<file path="src/rtl/riscv_muldiv_unit.sv">
// Iterative RV32M multiply/divide unit: radix-2 shift-add multiply, restoring divide.
// Define MULDIV_DIV_EN to build the divider; without it, ops 100-111 finish at once flagged illegal.
module riscv_muldiv_unit #(
    parameter int XLEN = 32
) (
    input  logic            clk,
    input  logic            rst_n,
    input  logic            start,
    input  logic [2:0]      op,
    input  logic [XLEN-1:0] rs1,
    input  logic [XLEN-1:0] rs2,
    output logic            busy,
    output logic            done,
    output logic [XLEN-1:0] result,
    output logic            illegal
);

    // Handshake: start is sampled only in IDLE; busy covers every cycle from the one after
    // acceptance through the done cycle; done is a one-cycle pulse with result valid in it,
    // and result then holds until the next operation completes.

    localparam int CNT_W = $clog2(XLEN) + 1;

    typedef enum logic [1:0] {
        IDLE = 2'd0,
        CALC = 2'd1,
        FIN  = 2'd2
    } state_t;

    state_t state;
    state_t state_nxt;

    logic [2*XLEN-1:0] acc;
    logic [XLEN-1:0]   b_q;
    logic [CNT_W-1:0]  cnt;
    logic [2:0]        op_q;
    logic              neg_a_q;
    logic              neg_b_q;
    logic              illegal_q;
    logic [XLEN-1:0]   result_q;

    logic              a_signed;
    logic              b_signed;
    logic              neg_a;
    logic              neg_b;
    logic [XLEN-1:0]   mag_a;
    logic [XLEN-1:0]   mag_b;
    logic              bypass;
    logic              last_iter;

    logic [XLEN:0]     mul_sum;
    logic [2*XLEN-1:0] mul_nxt;
    logic [2*XLEN-1:0] acc_nxt;
    logic [2*XLEN-1:0] prod_fix;
    logic [XLEN-1:0]   mul_res;
    logic [XLEN-1:0]   res_fix;

`ifdef MULDIV_DIV_EN
    logic              div_zero;
    logic              div_ovf;
    logic [XLEN:0]     rem_sh;
    logic [XLEN:0]     diff;
    logic [2*XLEN-1:0] div_nxt;
    logic [XLEN-1:0]   quo_fix;
    logic [XLEN-1:0]   rem_fix;
`endif

    // Operand signedness by funct3, then magnitudes for the unsigned core.
    always_comb begin
        if (op[2]) begin
            a_signed = !op[0];
            b_signed = !op[0];
        end else begin
            a_signed = (op[1:0] != 2'b11);
            b_signed = !op[1];
        end
        neg_a = a_signed && rs1[XLEN-1];
        neg_b = b_signed && rs2[XLEN-1];
        mag_a = neg_a ? (~rs1 + 1'b1) : rs1;
        mag_b = neg_b ? (~rs2 + 1'b1) : rs2;
    end

`ifdef MULDIV_DIV_EN
    always_comb begin
        div_zero = (rs2 == '0);
        div_ovf  = !op[0] && (rs1 == {1'b1, {(XLEN-1){1'b0}}}) && (&rs2);
        bypass   = op[2] && (div_zero || div_ovf);
    end
`else
    always_comb begin
        bypass = op[2];
    end
`endif

    assign last_iter = (state == CALC) && (cnt == CNT_W'(XLEN - 1));

    always_ff @(posedge clk or negedge rst_n) begin
        if (!rst_n) begin
            state <= IDLE;
        end else begin
            state <= state_nxt;
        end
    end

    always_comb begin
        state_nxt = state;
        case (state)
            IDLE: begin
                if (start) begin
                    state_nxt = bypass ? FIN : CALC;
                end
            end
            CALC: begin
                if (last_iter) begin
                    state_nxt = FIN;
                end
            end
            FIN:     state_nxt = IDLE;
            default: state_nxt = IDLE;
        endcase
    end

    // Low half holds the multiplier / dividend and shifts out as the step proceeds.
    always_comb begin
        mul_sum = {1'b0, acc[2*XLEN-1:XLEN]} + (acc[0] ? {1'b0, b_q} : {(XLEN+1){1'b0}});
        mul_nxt = {mul_sum, acc[XLEN-1:1]};
    end

`ifdef MULDIV_DIV_EN
    always_comb begin
        rem_sh = acc[2*XLEN-1:XLEN-1];
        diff   = rem_sh - {1'b0, b_q};
        if (diff[XLEN]) begin
            div_nxt = {rem_sh[XLEN-1:0], acc[XLEN-2:0], 1'b0};
        end else begin
            div_nxt = {diff[XLEN-1:0], acc[XLEN-2:0], 1'b1};
        end
        acc_nxt = op_q[2] ? div_nxt : mul_nxt;
    end
`else
    always_comb begin
        acc_nxt = mul_nxt;
    end
`endif

    // Sign fix-up applied to the value produced by the final iteration.
    always_comb begin
        prod_fix = (neg_a_q ^ neg_b_q) ? -acc_nxt : acc_nxt;
        mul_res  = (op_q[1:0] == 2'b00) ? prod_fix[XLEN-1:0] : prod_fix[2*XLEN-1:XLEN];
`ifdef MULDIV_DIV_EN
        quo_fix  = (neg_a_q ^ neg_b_q) ? -acc_nxt[XLEN-1:0] : acc_nxt[XLEN-1:0];
        rem_fix  = neg_a_q ? -acc_nxt[2*XLEN-1:XLEN] : acc_nxt[2*XLEN-1:XLEN];
        res_fix  = op_q[2] ? (op_q[1] ? rem_fix : quo_fix) : mul_res;
`else
        res_fix  = op_q[2] ? '0 : mul_res;
`endif
    end

    always_ff @(posedge clk or negedge rst_n) begin
        if (!rst_n) begin
            acc       <= '0;
            b_q       <= '0;
            cnt       <= '0;
            op_q      <= '0;
            neg_a_q   <= 1'b0;
            neg_b_q   <= 1'b0;
            illegal_q <= 1'b0;
            result_q  <= '0;
        end else begin
            case (state)
                IDLE: begin
                    if (start) begin
                        op_q      <= op;
                        neg_a_q   <= neg_a;
                        neg_b_q   <= neg_b;
                        acc       <= {{XLEN{1'b0}}, mag_a};
                        b_q       <= mag_b;
                        cnt       <= '0;
                        illegal_q <= 1'b0;
`ifdef MULDIV_DIV_EN
                        if (op[2] && div_zero) begin
                            result_q <= op[1] ? rs1 : '1;
                        end else if (op[2] && div_ovf) begin
                            result_q <= op[1] ? '0 : rs1;
                        end
`else
                        if (op[2]) begin
                            result_q  <= '0;
                            illegal_q <= 1'b1;
                        end
`endif
                    end
                end
                CALC: begin
                    acc <= acc_nxt;
                    cnt <= cnt + CNT_W'(1);
                    if (last_iter) begin
                        result_q <= res_fix;
                    end
                end
                default: ;
            endcase
        end
    end

    assign busy    = (state != IDLE);
    assign done    = (state == FIN);
    assign illegal = done && illegal_q;
    assign result  = result_q;

endmodule

</file>
<file path="config.mk">
export PLATFORM = sky130hd
export DESIGN_NAME = riscv_muldiv_unit
export DESIGN_NICKNAME = d
export VERILOG_FILES = /design/src/rtl/riscv_muldiv_unit.sv
export SDC_FILE = /design/constraint.sdc
export NUM_CORES = 1
export LEC_CHECK = 0
export BUFFER_PORTS_ARGS = -buffer_cell sky130_fd_sc_hd__clkbuf_2
export CAP_MARGIN = 20
export CORE_ASPECT_RATIO = 0.7
export CORE_MARGIN = 1
export CORE_UTILIZATION = 58
export DETAILED_ROUTE_END_ITERATION = 12
export PLACE_DENSITY = 0.79
export SLEW_MARGIN = 20
export SYNTH_ARGS = -nofsm -noshare
export SYNTH_HDL_FRONTEND = slang
export SYNTH_SLANG_ARGS = --single-unit
</file>
<file path="constraint.sdc">
create_clock -name clk -period 12.3 [get_ports clk]
set_input_delay 2.46 -clock clk [delete_from_list [all_inputs] [get_ports clk]]
set_output_delay 2.46 -clock clk [all_outputs]
set_load 0.05 [all_outputs]
</file>
==> Yosys cells after proc, flatten, opt, wreduce, memory -nomap -nowiden <==
Cells that the tools add are included.
W data, S select, Z words.
{ "totals": {"out_inout_bits": 35, "wordCells": 59, "ff_bits": 142} }
{ "classes": {"n_reduce_logical": 14, "n_bitwise": 3, "add_sub_neg": 5, "n_eq_ne": 7, "n_mux": 21} }
{ "op_table": {"columns": ["cell", "count"], "rows": [
  ["$mux W32", 8],
  ["$mux W64", 2],
  ["$pmux W64 S2", 1],
  ["$add A32 B1 Y32 const B", 2],
  ["$neg A64 Y64", 1],
  ["$not A32 Y32", 2],
  ["$pmux W32 S2", 1],
  ["$add A32 B32 Y33", 1],
  ["$pmux W6 S2", 1],
  ["$ne A2 B2 Y1 const B", 4],
  ["$add A6 B1 Y6 const B", 1],
  ["$eq A6 B5 Y1 const B", 1],
  ["$mux W2", 3],
  ["$mux W6", 1],
  ["$reduce_and A2 Y1", 3],
  ["$logic_and A1 B1 Y1", 4],
  ["$logic_not A2 Y1", 2],
  ["$pmux W2 S2", 1],
  ["$reduce_and A4 Y1", 1],
  ["$reduce_bool A2 Y1", 2],
  ["$mux W1", 3],
  ["$eq A2 B1 Y1 const B", 1],
  ["$eq A2 B2 Y1 const B", 1],
  ["$logic_not A1 Y1", 2],
  ["$xor A1 B1 Y1", 1]
]} }

==> Logic depth before layout (Yosys ltp) <==
{ "depth": {"depth_word": 8, "depth_mapped": 15, "mapped_depth_nobuf": 13} }

==> Worst setup path before layout <==
OpenSTA, ideal clock, no wires.
{ "synth_path": {"path_kind": "input -> register", "startpoint": "input rs2[0]", "endpoint": "register b_q[29]", "slack_ns": 7.635, "path_stages": 10, "setup_ns": 0.133, "required_ns": 12.167, "arrival_time_ns": 4.532, "path_buffers": 0, "cell_sequence": "nor4_1 > nand2_1 > nor2_1 > nand3b_1 > or4_1 > nor3_1 > nand2_1 > o41ai_1 > xor2_1 > o21ai_0"} }
{ "synth_between": {"elab_chain_cells": 3} }
{ "synth_rtl": {"columns": ["item", "line", "rtl"], "rows": [
  ["start: declaration", "11", "input logic [XLEN-1:0] rs2,"],
  ["$not A32 Y32", "80", "mag_b = neg_b ? (~rs2 + 1'b1) : rs2;"],
  ["$add A32 B1 Y32", "80", null],
  ["$mux W32", "80", null],
  ["end signal: assignment", "177", "b_q <= mag_b;"],
  ["end: declaration", "34", "logic [XLEN-1:0] b_q;"]
]} }
No other way between the ends.
A chain may end at the register's enable or synchronous reset.

==> Worst setup path in the final report <==
{ "layout_path": {"startpoint": "register acc[0]", "endpoint": "register result_q[30], in the netlist result[30]"} }
{ "layout_between": {"elab_chain_cells": 8} }
{ "layout_rtl": {"columns": ["item", "line", "rtl"], "rows": [
  ["start: declaration", "33", "logic [2*XLEN-1:0] acc;"],
  ["start signal: assignment", "176", "acc <= {{XLEN{1'b0}}, mag_a};"],
  ["start signal: assignment", "195", "acc <= acc_nxt;"],
  ["$mux W32 (*)", "125", "mul_sum = {1'b0, acc[2*XLEN-1:XLEN]} + (acc[0] ? {1'b0, b_q} : {(XLEN+1){1'b0}});"],
  ["$add A32 B32 Y33 (*)", "125", null],
  ["$neg A64 Y64", "148", "prod_fix = (neg_a_q ^ neg_b_q) ? -acc_nxt : acc_nxt;"],
  ["$mux W64 (*)", "148", null],
  ["$mux W32 (*)", "149", "mul_res = (op_q[1:0] == 2'b00) ? prod_fix[XLEN-1:0] : prod_fix[2*XLEN-1:XLEN];"],
  ["$mux W32 (*)", "155", "res_fix = op_q[2] ? '0 : mul_res;"],
  ["$mux W32 (*)", "197", "if (last_iter) begin"],
  ["$pmux W32 S2 (*)", "170", "case (state)"],
  ["end signal: assignment", "198", "result_q <= res_fix;"],
  ["end: declaration", "40", "logic [XLEN-1:0] result_q;"]
]} }
Every way passes the cells marked *; elsewhere a longest branch is shown, timed or not. The select of a mux whose other input is x is not followed.

==> flow_summary.yaml <==
finish:
  area.growth.synth_to_final_pct: 11.3
  n_antenna_cell: 0
  post-route-util_pct: 66.6
  layout.nets: 1414
  drive_above_1_share_pct: 13.6
  design_area_um2: 11600
global_route:
  grt_usage_pct: 31.3
  grt_pass1_vias: 9304
  grt_max_degree: 98
  grt_pass1_wl_mm: 46.1
  antenna_found_initial: 0
  gr-total-overflow: 0
critical_path:
  cp.required_ps: 12600
  r2r_setup_slack_ps: 7360
  critPathLaunchType: "flop"
  crit_fanout: 33
  arrival_ps: 5230
  cp-end-kind: "flop"
  criticalPathCategory: "reg2reg"
cts:
  cts_sinks: 141
  clkLatencyLatePin_ps: 440
  cts_tree: "yes"
  post_cts_buffers: 0
  cts-root-buf: "clkbuf_16"
  cts_made_buffers: 17
  path_clk_slew_ps: 70
  holdBufCountCts: 0
  cts-resized-gates: 0
  cts_buffer_depth: 2
  h-tree-depth: 4
logic_synthesis:
  synth_top_area_cell: "dfrtp_1"
  syn-mean-instance-area_um2: 8.35
  netlist_instances: 1245
  synth_top_area_share_pct: 33.9
  yosys_warnings: 0
  synth_fp_nets: 1352
  synth-edff-count: 0
  ys_seq_area_share_pct: 33.9
  ys.flop_type: "dfrtp_1"
  synth_area_um2: 10400
  ys_top_cells_by_area: "dfrtp_1, o21ai_0, xnor2_1"
  yosys-top-cells-count: "o21ai_0, nand2_1, dfrtp_1"
  async_reset_ff_share_pct: 100
  ys_types: 77
  ys_ff_latch: 141
  synth.most_common_cell: "o21ai_0"
floorplan:
  std_cell_rows: 40
  dieArea_um2: 18500
  io_pins: 105
  coreArea_um2: 17400
  dieHeight_um: 114
  initial_core_util_pct: 59.9
  die_w_um: 162
timing:
  tns_ps: 0
  fin_crit_ps: 4940
  worst_pin_slew_ps: 1060
  skew_ps: 13.4
  fmax_ghz: 0.203
  relSlewSlack_pct: 29.2
  setup-violations-final: 0
  rsz0062_at_grt: "false"
  finalHoldViolCount: 0
  slew_violations: 0
  post-route-period-util_pct: 40.1
route:
  via_per_inst: 6.29
  antenna_left: 0
  vias: 9761
  route.detailed.drc: 0
  wirelength_mm: 27.7
  drt_pass1_iterations: 7
  wire_per_inst_um: 17.9
  initialDrtViolationCount: 741
power_and_ir_drop:
  p_leak_nw: 4.92
  power-per-cell-area_nw_per_um2: 266
  power_mw: 3.08
  max-vdd-ir-drop_mv: 0.304
place:
  placedInstanceArea_um2: 11000
  io_buffer_count: 104
  hpwl_mm: 20.1
  globalplace.congestion: 0.910
flow_run:
  drv_cap: 0
worst_hold_path:
  worstHoldPathType: "reg2reg"
outcome:
  outcome: "finished clean"
-- state kept, by name, indices dropped and copies added, names as in the netlist --
name / flops
cnt: 6
result: 32
neg_a_q: 1
op_q: 3
b_q: 32
state: 2
acc: 64
neg_b_q: 1
-- worst max-delay path: stages, from the launching register on --
cell	delay, ps
dfrtp_1	710
and2_1	310
ha_1	220
fa_1	430
a211oi_1	280
o21ai_1	230
a211oi_2	510
xor2_1	360
nand4_1	280
nor3_1	480
nand4_1	330
o31ai_1	390
xnor2_1	160
o21ai_0	100
-- layout by cell type (no fill, tap or decap), types with 5 or more instances in the layout --
cell,synthesis,final
a21o_1,11,11
a21boi_0,8,8
o21a_1,6,6
clkbuf_16,0,17
a211oi_1,10,10
o21ai_1,8,8
a21oi_1,71,71
or3_1,14,13
a22o_1,9,9
o21ai_0,166,166
dfrtp_1,141,141
inv_6,0,7
ha_1,36,36
xnor2_1,89,89
nor4_1,8,7
a22oi_1,47,47
nand4_1,13,13
inv_1,21,21
o41ai_1,8,8
nand2_1,144,143
o211ai_1,6,6
and2_1,43,43
or2_2,6,6
nor2_1,66,65
nand3_1,44,44
buf_4,1,10
xor2_1,57,56
inv_8,0,5
nor3_1,21,20
clkbuf_2,0,103
a31oi_1,11,11
o31ai_1,27,27
or4_1,7,7
-- cells by family (layout without fill, tap and decap cells) --
kind of cell	after synthesis	after routing	share of synthesized area, %
mux	5	5	0.493
flops	141	141	33.9
fa+ha+maj	37	37	4.52
xor+xnor	147	147	12.5
simple gates	397	397	18.9
buf+inv	92	167	3.96
compound gates	426	426	25.8
-- final cells by class --
| class | instances | area [um^2] |
|---|---|---|
| clock buffer | 17 | 425 |
| inverter | 21 | 78.8 |
| fill | 1460 | 5790 |
| sequential | 141 | 3530 |
| tap | 231 | 289 |
| multi-input combinational | 1012 | 6510 |
| clock inverter | 15 | 141 |
| timing repair buffer | 114 | 602 |
-- routing by layer --
| metal | vias up | global-route usage (%) | wire, um |
|---|---|---|---|
| met4 | 0 | 8.87 | 437 |
| met3 | 40 | 7.16 | 2100 |
| li1 | 4648 | - | - |
| met2 | 375 | 47.6 | 12200 |
| met1 | 4698 | 44.5 | 13000 |
| met5 | - | 0 | 0 |
-- power by group --
| group | internal (mW) | leakage [nW] | switching (mW) |
|---|---|---|---|
| logic | 0.640 | 2.83 | 1.11 |
| registers | 0.641 | 1.82 | 0.180 |
| clock network | 0.269 | 0.276 | 0.235 |
-- path summary, 6_finish.rpt --
path	from	end	depth (start not counted)
hold reg to reg	b_q[28]$_DFFE_PN0P_	b_q[28]$_DFFE_PN0P_	2
min in group asynchronous	rst_n	acc[25]$_DFFE_PN0P_	1
setup / recovery	acc[0]$_DFFE_PN0P_	result[30]$_DFFE_PN0P_	13
hold / removal	b_q[28]$_DFFE_PN0P_	b_q[28]$_DFFE_PN0P_	2
max in group asynchronous	rst_n	b_q[7]$_DFFE_PN0P_	2
setup reg to reg	acc[0]$_DFFE_PN0P_	result[30]$_DFFE_PN0P_	13
-- metrics by stage --
stage	std cells	hold slack [ps]	worst slack, ps
after CTS	1551	481	7430
after detailed placement	1519	465	7030
after global routing	1551	503	7060
after global placement	1519	457	7070
final	1551	477	7360
after floorplan	1245	438	7630
(Power assumes the default switching activity.)
